$ cat config.mk
export PLATFORM = sky130hd
export DESIGN_NAME = multiplexor_arbiter_nx1
export DESIGN_NICKNAME = d
export VERILOG_FILES = /design/src/rtl/multiplexor_pkg.sv /design/src/rtl/priority_select_nx1.sv /design/src/rtl/multiplexor_arbiter_nx1.sv
export SDC_FILE = /design/constraint.sdc
export NUM_CORES = 1
export LEC_CHECK = 0
export BUFFER_PORTS_ARGS = -buffer_cell sky130_fd_sc_hd__buf_4
export CORE_ASPECT_RATIO = 1.1
export CORE_MARGIN = 4
export CORE_UTILIZATION = 30
export DETAILED_ROUTE_END_ITERATION = 12
export GPL_TIMING_DRIVEN = 0
export HOLD_SLACK_MARGIN = 0.05
export PLACE_DENSITY = 0.6
export SLEW_MARGIN = 20
export SYNTH_ARGS = -nofsm -noshare
export SYNTH_HDL_FRONTEND = slang
export SYNTH_SLANG_ARGS = --single-unit
$ cat constraint.sdc
create_clock -name clock -period 2.7 [get_ports clock]
set_clock_uncertainty 0.05 [all_clocks]
set_input_delay 0.135 -clock clock [delete_from_list [all_inputs] [get_ports clock]]
set_output_delay 0.135 -clock clock [all_outputs]
set_load 0.1 [all_outputs]
$ cat src/rtl/multiplexor_pkg.sv
// Shared constants and helpers for the N:1 arbitrated multiplexor.
package multiplexor_pkg;

  localparam int MODE_ROUND_ROBIN    = 0;
  localparam int MODE_FIXED_PRIORITY = 1;

  // A single channel still needs a one-bit index field.
  function automatic int channel_bits(input int channels);
    if (channels < 2) begin
      return 1;
    end else begin
      return $clog2(channels);
    end
  endfunction

endpackage

$ cat src/rtl/priority_select_nx1.sv
// Combinational find-first-from-pointer selector: rotate, pick lowest, rotate back.
module priority_select_nx1 #(
  parameter int N    = 4,
  parameter int IDXW = 2
) (
  input  logic [N-1:0]    req_i,
  input  logic [IDXW-1:0] ptr_i,
  output logic [N-1:0]    gnt_o,
  output logic [IDXW-1:0] gnt_idx_o,
  output logic            any_o
);

  logic [N-1:0]    rot_req_s;
  logic [N-1:0]    rot_gnt_s;
  logic [IDXW-1:0] rot_idx_s;
  logic [IDXW:0]   idx_sum_s;

  // Rotate so the pointer channel sits at bit 0, then isolate the lowest set bit.
  always_comb begin
    rot_req_s = N'({req_i, req_i} >> ptr_i);
    rot_gnt_s = rot_req_s & (~rot_req_s + N'(1));
    gnt_o     = N'(({rot_gnt_s, rot_gnt_s} << ptr_i) >> N);
    any_o     = |req_i;
  end

  // Encode the rotated one-hot, then add the pointer back modulo N.
  always_comb begin
    rot_idx_s = '0;
    for (int i = 0; i < N; i++) begin
      if (rot_gnt_s[i]) begin
        rot_idx_s = rot_idx_s | IDXW'(i);
      end else begin
        rot_idx_s = rot_idx_s;
      end
    end
    idx_sum_s = {1'b0, rot_idx_s} + {1'b0, ptr_i};
    if (idx_sum_s >= (IDXW+1)'(N)) begin
      gnt_idx_o = IDXW'(idx_sum_s - (IDXW+1)'(N));
    end else begin
      gnt_idx_o = idx_sum_s[IDXW-1:0];
    end
  end

endmodule

$ cat src/rtl/multiplexor_arbiter_nx1.sv
// N-input valid/ready multiplexor with internal round-robin or fixed-priority
// arbitration feeding a single registered output stage.
module multiplexor_arbiter_nx1
  import multiplexor_pkg::*;
#(
  parameter int WIDTH        = 32,
  parameter int CHANNELS     = 4,
  parameter int MODE         = MODE_ROUND_ROBIN,
  parameter int CHANNEL_BITS = channel_bits(CHANNELS)
) (
  input  logic                      clock,
  input  logic                      reset_n,
  input  logic [CHANNELS-1:0]       in_valid,
  input  logic [CHANNELS*WIDTH-1:0] in_data,
  output logic [CHANNELS-1:0]       in_ready,
  output logic                      out_valid,
  output logic [WIDTH-1:0]          out_data,
  output logic [CHANNEL_BITS-1:0]   out_channel,
  input  logic                      out_ready
);

  logic [CHANNEL_BITS-1:0] ptr_q, ptr_d;
  logic [CHANNEL_BITS-1:0] sel_ptr_s;
  logic [CHANNEL_BITS-1:0] next_ptr_s;
  logic [CHANNELS-1:0]     gnt_s;
  logic [CHANNEL_BITS-1:0] gnt_idx_s;
  logic                    any_s;
  logic                    load_s;
  logic                    xfer_s;
  logic [WIDTH-1:0]        sel_data_s;
  logic                    out_valid_q, out_valid_d;
  logic [WIDTH-1:0]        out_data_q, out_data_d;
  logic [CHANNEL_BITS-1:0] out_channel_q, out_channel_d;

  // Fixed priority reuses the rotating selector with the start point pinned to 0.
  always_comb begin
    if (MODE == MODE_FIXED_PRIORITY) begin
      sel_ptr_s = '0;
    end else begin
      sel_ptr_s = ptr_q;
    end
  end

  priority_select_nx1 #(
    .N    (CHANNELS),
    .IDXW (CHANNEL_BITS)
  ) u_select (
    .req_i     (in_valid),
    .ptr_i     (sel_ptr_s),
    .gnt_o     (gnt_s),
    .gnt_idx_o (gnt_idx_s),
    .any_o     (any_s)
  );

  // Accept strobe: only when the output stage can take a word and outside reset.
  always_comb begin
    load_s = !out_valid_q || out_ready;
    if (reset_n && load_s && any_s) begin
      in_ready = gnt_s;
    end else begin
      in_ready = '0;
    end
    xfer_s = |(in_valid & in_ready);
  end

  // AND-OR data select over the one-hot grant.
  always_comb begin
    sel_data_s = '0;
    for (int i = 0; i < CHANNELS; i++) begin
      sel_data_s = sel_data_s | (in_data[i*WIDTH +: WIDTH] & {WIDTH{gnt_s[i]}});
    end
  end

  // Output stage and pointer next-state.
  always_comb begin
    out_valid_d   = out_valid_q;
    out_data_d    = out_data_q;
    out_channel_d = out_channel_q;
    ptr_d         = ptr_q;
    if (gnt_idx_s == CHANNEL_BITS'(CHANNELS-1)) begin
      next_ptr_s = '0;
    end else begin
      next_ptr_s = gnt_idx_s + CHANNEL_BITS'(1);
    end
    if (xfer_s) begin
      out_valid_d   = 1'b1;
      out_data_d    = sel_data_s;
      out_channel_d = gnt_idx_s;
      if (MODE == MODE_FIXED_PRIORITY) begin
        ptr_d = '0;
      end else begin
        ptr_d = next_ptr_s;
      end
    end else if (out_ready) begin
      out_valid_d = 1'b0;
    end else begin
      out_valid_d = out_valid_q;
    end
  end

  // State registers with asynchronous reset.
  always_ff @(posedge clock or negedge reset_n) begin
    if (!reset_n) begin
      out_valid_q   <= 1'b0;
      out_data_q    <= '0;
      out_channel_q <= '0;
      ptr_q         <= '0;
    end else begin
      out_valid_q   <= out_valid_d;
      out_data_q    <= out_data_d;
      out_channel_q <= out_channel_d;
      ptr_q         <= ptr_d;
    end
  end

  assign out_valid   = out_valid_q;
  assign out_data    = out_data_q;
  assign out_channel = out_channel_q;

endmodule

# == Word-level counts from Yosys, hierarchy flattened ==
# Cells that the tools add are included.
# word_totals
regBits,37
rom_bits,0
input_bits,135
n_memories,0
ram_bits,0
elab_cells,37
latch_bits,0
# op_classes
add_sub_neg,4
n_div,0
n_mux,8
multipliers,0
shift,2
reduce_logical,7
eq_ne,1
bitwise_logic,10
magnitude_cmp,1
# op_table
operator,count
$and A32 B32 Y32,4
$or A32 B32 Y32,3
$and A4 B4 Y4,2
$mux W2,4
$reduce_or A4 Y1,2
$shl A8 B2 Y8,1
$shr A8 B2 Y4,1
$add A4 B1 Y4 const B,1
$mux W4,1
$not A4 Y4,1
$add A2 B2 Y3,1
$ge A3 B3 Y1 const B,1
$mux W1,3
$add A2 B1 Y2 const B,1
$eq A2 B2 Y1 const B,1
$logic_and A1 B1 Y1,2
$reduce_bool A2 Y1,1
$sub A2 B1 Y2 const B,1
$logic_not A1 Y1,1
$logic_or A1 B1 Y1,1

# == Longest topological paths before layout ==
# Gate-level depths: netlist (run 1).
# depth
word_depth,12
depth_mapped,11

# == By module ==
# A second synthesis (run 1) with hierarchy kept.
# unflattened
cells_unflattened,245
area_unflattened_um2,2444.8
# by_module_without_submodules
module,area_per_inst_um2,n_inst,cells_each,seq_area_each_um2
multiplexor_arbiter_nx1,2133.3,1,201,925.9
priority_select_nx1,311.5,1,44,0.0

# == Least setup slack after synthesis (run 1) ==
# OpenSTA, ideal clock, no wires.
# synth_path
path_type,reg-to-output
startpoint,"register out_valid_q, in the netlist out_valid"
endpoint,output in_ready[0]
slack_ps,110
arrival_ps,2405
stages_incl_launch_ff,5
path_cell_list,dfrtp_1 -> nand2b_1 -> o311a_1 -> clkbuf_1 -> and3_1
# synth_via
elab_chain_len,5
# synth_rtl
element,line_no,rtl
from (decl),multiplexor_arbiter_nx1.sv:31,"logic out_valid_q, out_valid_d;"
from (signal assigned),multiplexor_arbiter_nx1.sv:109,out_valid_q <= out_valid_d;
$logic_not A1 Y1,multiplexor_arbiter_nx1.sv:57,load_s = !out_valid_q || out_ready;
$logic_or A1 B1 Y1,multiplexor_arbiter_nx1.sv:57,
$logic_and A1 B1 Y1 (2 in series),multiplexor_arbiter_nx1.sv:58,if (reset_n && load_s && any_s) begin
$mux W4,multiplexor_arbiter_nx1.sv:58,
to (decl),multiplexor_arbiter_nx1.sv:15,"output logic [CHANNELS-1:0] in_ready,"
# Every way passes these cells.

# == Worst setup path after layout (run 1) ==
# layout_path
startpoint,register ptr_q[1]
endpoint,output in_ready[2]
# layout_via
elab_chain_len,6
# layout_rtl
element,line_no,rtl
from (decl),multiplexor_arbiter_nx1.sv:22,"logic [CHANNEL_BITS-1:0] ptr_q, ptr_d;"
from (signal assigned),multiplexor_arbiter_nx1.sv:112,ptr_q <= ptr_d;
$shr A8 B2 Y4,priority_select_nx1.sv:20,"rot_req_s = N'({req_i, req_i} >> ptr_i);"
$not A4 Y4,priority_select_nx1.sv:21,rot_gnt_s = rot_req_s & (~rot_req_s + N'(1));
$add A4 B1 Y4,priority_select_nx1.sv:21,
$and A4 B4 Y4,priority_select_nx1.sv:21,
$shl A8 B2 Y8 (*),priority_select_nx1.sv:22,"gnt_o = N'(({rot_gnt_s, rot_gnt_s} << ptr_i) >> N);"
$mux W4 (*),multiplexor_arbiter_nx1.sv:58,
# Mark *: on every way between the ends. The rest lies on a longest branch, timed or not.

==> run_results.csv, run 1 <==
group,metric,value,unit
final_layout,syn_to_final_growth,65.6,%
timing,max_freq,416,MHz
worst_setup_path,end_kind,"output pin",
yosys,synth_top_area_cell,"dfrtp_1",
timing,finalCriticalPeriod,2.41,ns
worst_setup_path,arrival,2.22,ns
cts,ctsResizeCount,0,
worst_setup_path,path_max_fanout,10,
drt,detail-route-antenna-nets,0,
cts,cts.sinks,37,
global_routing,grt_max_degree,38,
cts,clockBufferDepth,2,
cts,cts_root_buf,"clkbuf_8",
final_layout,nets,569,
worst_setup_path,critPathKind,"flip-flop to output pin",
status,status,"finished clean",
cts,cts_tree,"done",
global_routing,grt_pass1_vias,2855,
drt,vias_per_cell,5.33,
global_routing,grt_usage,20.0,%
global_routing,grt_pass1_wl,14800,um
place,place_congestion,0.808,
yosys,yosysWarnings,0,
hold_path,hp-class,"primary input to flip-flop",
cts,clkSlewWorstSetupHoldPaths,0.07,ns
worst_setup_path,critPathMaxStageDelay,0.48,ns
power,p_per_area,1110,nW/um^2
worst_setup_path,cp.required,2.52,ns
worst_setup_path,start_kind,"flip-flop",
global_routing,grt-ovfl-total,0,
yosys,ys_ff_latch,37,
cts,numCtsBuffers,5,
power,p_leak,1.79,nW
drt,wl,9410,um
yosys,dominantRegCellSynth,"dfrtp_1",
die,fp.dieH,100,um
final_layout,drive_above_1_share,47.8,%
final_layout,finalInstanceArea,3850,um^2
cts,h-tree-depth,2,
drt,route.detailed.drc,0,
worst_setup_path,crit_top_cell,"buf_4",
yosys,syn_nets,390,
drt,post_drt_wl_per_cell,17.5,um
flow_run,maxCapViolations,0,
die,die_x,91.9,um
yosys,ys_seq_area_share,39.8,%
yosys,ys_types,39,
worst_setup_path,cpMaxStageDelayCell,"dfrtp_1",
final_layout,post-route-util,51.2,%
die,ioPinCount,174,
yosys,netlist_instances,254,
yosys,netlist_top_cells_count,"a21oi_1 (38), dfrtp_1 (37), nor2_1 (35)",
timing,drv_slew,0,
drt,vias,2869,
worst_setup_path,cp_cell_sequence,"buf_4 > nand2_1 > a21boi_1 > buf_2 > and2_1 > buf_4",
place,port-buffer-count,170,
die,start_util,30.9,%
power,ir_drop,0.467,mV
yosys,synthesis.area,2320,um^2
timing,max_slew.worst_pin.slew,0.600,ns
die,fp-row-count,33,
place,hpwlAfterDp,7190,um
timing,grt_setup_unrepaired,"false",
timing,hold_viol_final,0,
yosys,synthTopCellsByArea,"dfrtp_1 (40%), a222oi_1 (14%), a31oi_1 (8.6%), a21oi_1 (8.2%), nor2_1 (5.7%)",
cts,clk_latency,0.28,ns
timing,setup_viol,0,
timing,timing.final.crit_share,89.1,%
yosys,synth_area_per_cell,9.15,um^2
place,postPlaceCellArea,3730,um^2
drt,drt_iter0_drc,221,
global_routing,grt_antenna_before_repair,0,
timing,max-slew-margin-rel,60.0,%
timing,setup_tns,0,ns
die,core_area,7510,um^2
die,die-area,9220,um^2
yosys,synth_edf_count,0,
drt,dr.pass1.iters,8,
yosys,synth_most_common_cell,"a21oi_1",
yosys,synth_top_cell_area_share,39.8,%
yosys,synthArstFlopShare,100,%
timing,hold-worst-slack,0.0785,ns
final_layout,diodes,0,
==> through the flow <==
stage                     std cells  total power [mW]  setup WS (ns)
final                           538              4.27          0.294
after global routing            538              4.49          0.107
after CTS                       538              4.30          0.288
after detailed placement        529              3.89          0.453
after global placement          529              3.86          0.490
after floorplan                 254              3.14          0.110
==> routing by layer <==
layer	up-vias	track usage [%]	routed length (um)
met3	11	5.40	1020
met5	-	0	0
met4	0	4.91	131
met1	1343	26.3	3630
met2	151	32.8	4640
li1	1364	-	-
==> cell type report <==
| cell class | count | area (um^2) |
|---|---|---|
| Sequential cell | 37 | 926 |
| Fill cell | 759 | 3670 |
| Multi-Input combinational cell | 184 | 1210 |
| Buffer | 29 | 168 |
| Inverter | 4 | 15.0 |
| Clock buffer | 7 | 86.3 |
| Tap cell | 105 | 131 |
| Timing Repair Buffer | 172 | 1310 |
==> sequential cells by signal (all words and copies together), names as in the netlist <==
register	count
out_data	32
out_channel	2
ptr_q	2
out_valid	1
==> power by group <==
| group | internal [mW] | switching, mW |
|---|---|---|
| Clock | 0.203 | 0.196 |
| Sequential | 0.754 | 0.122 |
| Combinational | 0.822 | 2.17 |
==> placed cells by master (no fill, tap or decap), types with 4 or more instances in the layout <==
master,n
nor2_1,35
clkbuf_8,6
clkbuf_1,9
a21oi_1,38
a222oi_1,32
buf_6,4
nand2_1,4
buf_4,173
buf_2,14
dfrtp_1,37
a31oi_1,32
xnor2_1,4
o21ai_0,4
==> cell families after synthesis <==
kind of cell / Yosys count / share of synthesized area (%)
AO/OA/AOI/OAI: 120 / 37.9
adder cells (fa/ha/maj): 1 / 0.538
buffers and inverters: 33 / 7.86
flip-flops: 37 / 39.8
XOR/XNOR: 4 / 1.51
multiplexers: 1 / 0.485
AND/OR/NAND/NOR: 58 / 11.9
==> path summary, 6_finish.rpt <==
path                            depth (start not counted)        endpoint  slack, ns      startpoint
max in group asynchronous                               3     out_data[3]       2.06         reset_n
worst min-delay path                                    3    out_data[22]       0.08     in_data[54]
worst max register to register                         10        ptr_q[1]       0.44        ptr_q[1]
worst min register to register                          1  out_channel[0]       0.47  out_channel[0]
min in group asynchronous                               3    out_data[19]       0.34         reset_n
worst max-delay path                                    6     in_ready[2]       0.29        ptr_q[1]
==> timing repair <==
item | in CTS | in global routing
hold buffers | 2 | 0
endpoints found under the hold margin | 37 | 0
endpoints found under the setup margin | 0 | 0
buffers inserted | 0 | 0
==> worst max-delay path, delay by kind of cell, from the launching register on <==
family	cells	cell delay (ns)
AOI/OAI and AO/OA	1	0.40
buffers and inverters	3	0.82
DFF	1	0.48
and+or+nand+nor	2	0.23
No activity file was read; power rests on OpenSTA's default activity.
==> run 2: changes to the inputs <==
--- a/config.mk
+++ b/config.mk
@@ -7,12 +7,12 @@
 export LEC_CHECK = 0
 export BUFFER_PORTS_ARGS = -buffer_cell sky130_fd_sc_hd__buf_4
 export CORE_ASPECT_RATIO = 1.1
-export CORE_MARGIN = 4
-export CORE_UTILIZATION = 30
+export CORE_MARGIN = 2
+export CORE_UTILIZATION = 41
 export DETAILED_ROUTE_END_ITERATION = 12
 export GPL_TIMING_DRIVEN = 0
 export HOLD_SLACK_MARGIN = 0.05
-export PLACE_DENSITY = 0.6
+export PLACE_DENSITY = 0.79
 export SLEW_MARGIN = 20
 export SYNTH_ARGS = -nofsm -noshare
 export SYNTH_HDL_FRONTEND = slang
==> run 2 against run 1 <==
Compared with the run above:
- combinational power hardly changed
- non-clock buffer count down 1
- first-iteration DRC count is 30% higher
- core utilization is 19 points higher
- flip-flop and latch count did not move
- worst hold slack worse by 0.00081 ns
- clock power is 5.0% lower
- largest cell class unchanged
==> run_results.csv, run 2 (synthesis gave the netlist of run 1 again) <==
group,metric,value,unit
status,status,"finished clean",
cts,cts_root_buf,"clkbuf_8",
hold_path,hp-start,"in_data[60]",
drt,route.detailed.drc,0,
power,p_comb_share,70.5,%
worst_setup_path,critPathMaxStageDelay,0.55,ns
power,internal_power,1.75,mW
worst_setup_path,worstReg2RegStart,"ptr_q[1]",
hold_path,holdPathStages,3,
drt,drt_iter0_drc,288,
place,place_congestion,0.763,
flow_run,maxCapViolations,0,
cts,numCtsBuffers,5,
power,p_leak,1.78,nW
final_layout,drive_above_1_share,48.0,%
worst_setup_path,cp_cell_sequence,"dlygate4sd3_1 > buf_6 > o311a_1 > clkbuf_1 > and2_1 > buf_4",
power,p_per_area,1120,nW/um^2
worst_setup_path,end_kind,"output pin",
final_layout,nets,568,
final_layout,most-common-layout-cells,"buf_4 (172), a21oi_1 (38), dfrtp_1 (37), nor2_1 (35)",
global_routing,grt_max_degree,40,
final_layout,n_fill_cell,448,
power,pwr-share-clk,9.0,%
timing,finalCriticalPeriod,2.47,ns
hold_path,hp-class,"primary input to flip-flop",
worst_setup_path,arrival,2.29,ns
worst_setup_path,cpMaxStageDelayCell,"dlygate4sd3_1",
worst_setup_path,r2r-end,"ptr_q[1]",
cts,clkSlewWorstSetupHoldPaths,0.08,ns
cts,clockBufferDepth,2,
timing,grt_setup_unrepaired,"false",
global_routing,grt_antenna_before_repair,0,
cts,cts_tree,"done",
place,dp_cells,499,
cts,cts.sinks,37,
die,fp.dieH,83.0,um
die,die_x,75.8,um
power,seq_power_share,20.6,%
drt,wl_met1,3260,um
timing,timing.final.crit_share,91.6,%
power,ir_drop,0.654,mV
timing,setup_tns,0,ns
worst_setup_path,start_kind,"primary input",
timing,drv_slew,0,
worst_setup_path,worstRegToRegCells,10,
cts,clk_latency,0.29,ns
drt,wl_met2,4310,um
global_routing,grt_usage,25.7,%
drt,wl_met3,743,um
drt,post_drt_wl_per_cell,16.6,um
drt,vias_per_cell,5.71,
drt,routed.top_layer,"met4",
global_routing,grt_pass1_wl,12800,um
power,switchingPower,2.48,mW
power,swShare,58.6,%
drt,vias,2901,
die,fp-row-count,28,
final_layout,diodes,0,
timing,hold_viol_final,0,
global_routing,grt-ovfl-total,0,
timing,max-slew-margin-rel,60.4,%
final_layout,syn_to_final_growth,63.2,%
worst_setup_path,critPathKind,"primary input to output pin",
die,ioPinCount,174,
die,start_util,42.8,%
timing,max_slew.worst_pin.slew,0.594,ns
final_layout,final_common_cell,"buf_4",
final_layout,fin_cells,508,
cts,h-tree-depth,2,
drt,dr.pass1.iters,7,
worst_setup_path,path_max_fanout,39,
die,die-area,6290,um^2
hold_path,hold_end,"out_data[28]",
worst_setup_path,cp.required,2.52,ns
place,hpwlAfterDp,6360,um
die,core_area,5430,um^2
final_layout,largest_register_ffs,32,
timing,setup_viol,0,
drt,wl,8430,um
global_routing,grt_pass1_vias,2793,
drt,detail-route-antenna-nets,0,
worst_setup_path,ff2ff_setup_slack,0.43,ns
timing,max_freq,404,MHz
place,port-buffer-count,170,
==> run 2: worst max-delay path by stage <==
stage / from / to / depth (start not counted)
2_1_floorplan: out_valid / in_ready[0] / 4
3_3_place_gp: ptr_q[1] / ptr_q[1] / 10
3_5_place_dp: ptr_q[1] / ptr_q[1] / 10
4_1_cts: reset_n / in_ready[0] / 6
5_1_grt: reset_n / in_ready[2] / 6
6_report: reset_n / in_ready[2] / 6
==> run 2: layer usage <==
| metal | up-vias | global-route usage (%) |
|---|---|---|
| met1 | 1375 | 31.1 |
| met3 | 12 | 6.43 |
| li1 | 1368 | - |
| met5 | - | 0 |
| met4 | 0 | 7.02 |
| met2 | 146 | 44.1 |
==> run 2: cell type report <==
| cell class | instances | area (um^2) | share of cell area (%) |
|---|---|---|---|
| buffer | 29 | 169 | 4.46 |
| clock buffer | 6 | 72.6 | 1.91 |
| clock inverter | 2 | 10.0 | 0.264 |
| inverter | 4 | 15.0 | 0.396 |
| multi-input combinational | 184 | 1210 | 32.0 |
| sequential | 37 | 926 | 24.4 |
| tap | 75 | 93.8 | 2.48 |
| timing repair buffer | 171 | 1290 | 34.0 |
==> run 2: repair_timing <==
action | 4_1_cts | 5_1_grt
endpoints found under the setup margin | 0 | 4
gates resized for setup | 0 | 3
hold buffers | 1 | 0
endpoints found under the hold margin | 37 | 0
buffers inserted | 0 | 0
==> run 2: critical path, delay by kind of cell <==
kind | cells | cell delay (ns)
AOI/OAI and AO/OA | 1 | 0.34
buffers and inverters | 4 | 1.58
and+or+nand+nor | 1 | 0.21
==> run 2: per-stage QoR <==
stage	power, mW	area, um^2	utilization (%)	hold WS, ns	worst slack, ns
final	4.23	3790	69.8	0.0776	0.228
after global routing	4.44	3790	69.8	0.0889	0.118
after CTS	4.25	3790	69.7	0.0781	0.0255
after detailed placement	3.87	3690	68.0	0.0996	0.461
after global placement	3.83	3690	68.0	0.0986	0.536
after floorplan	3.14	2320	-	-0.211	0.110
==> run 2: power by group through the flow <==
stage	Clock, mW	Combinational [mW]	Sequential [mW]
floorplan	0	0.916	2.22
global placement	0	2.96	0.872
detailed placement	0	2.98	0.882
CTS	0.390	2.99	0.872
global route	0.412	3.13	0.899
finish	0.379	2.98	0.871
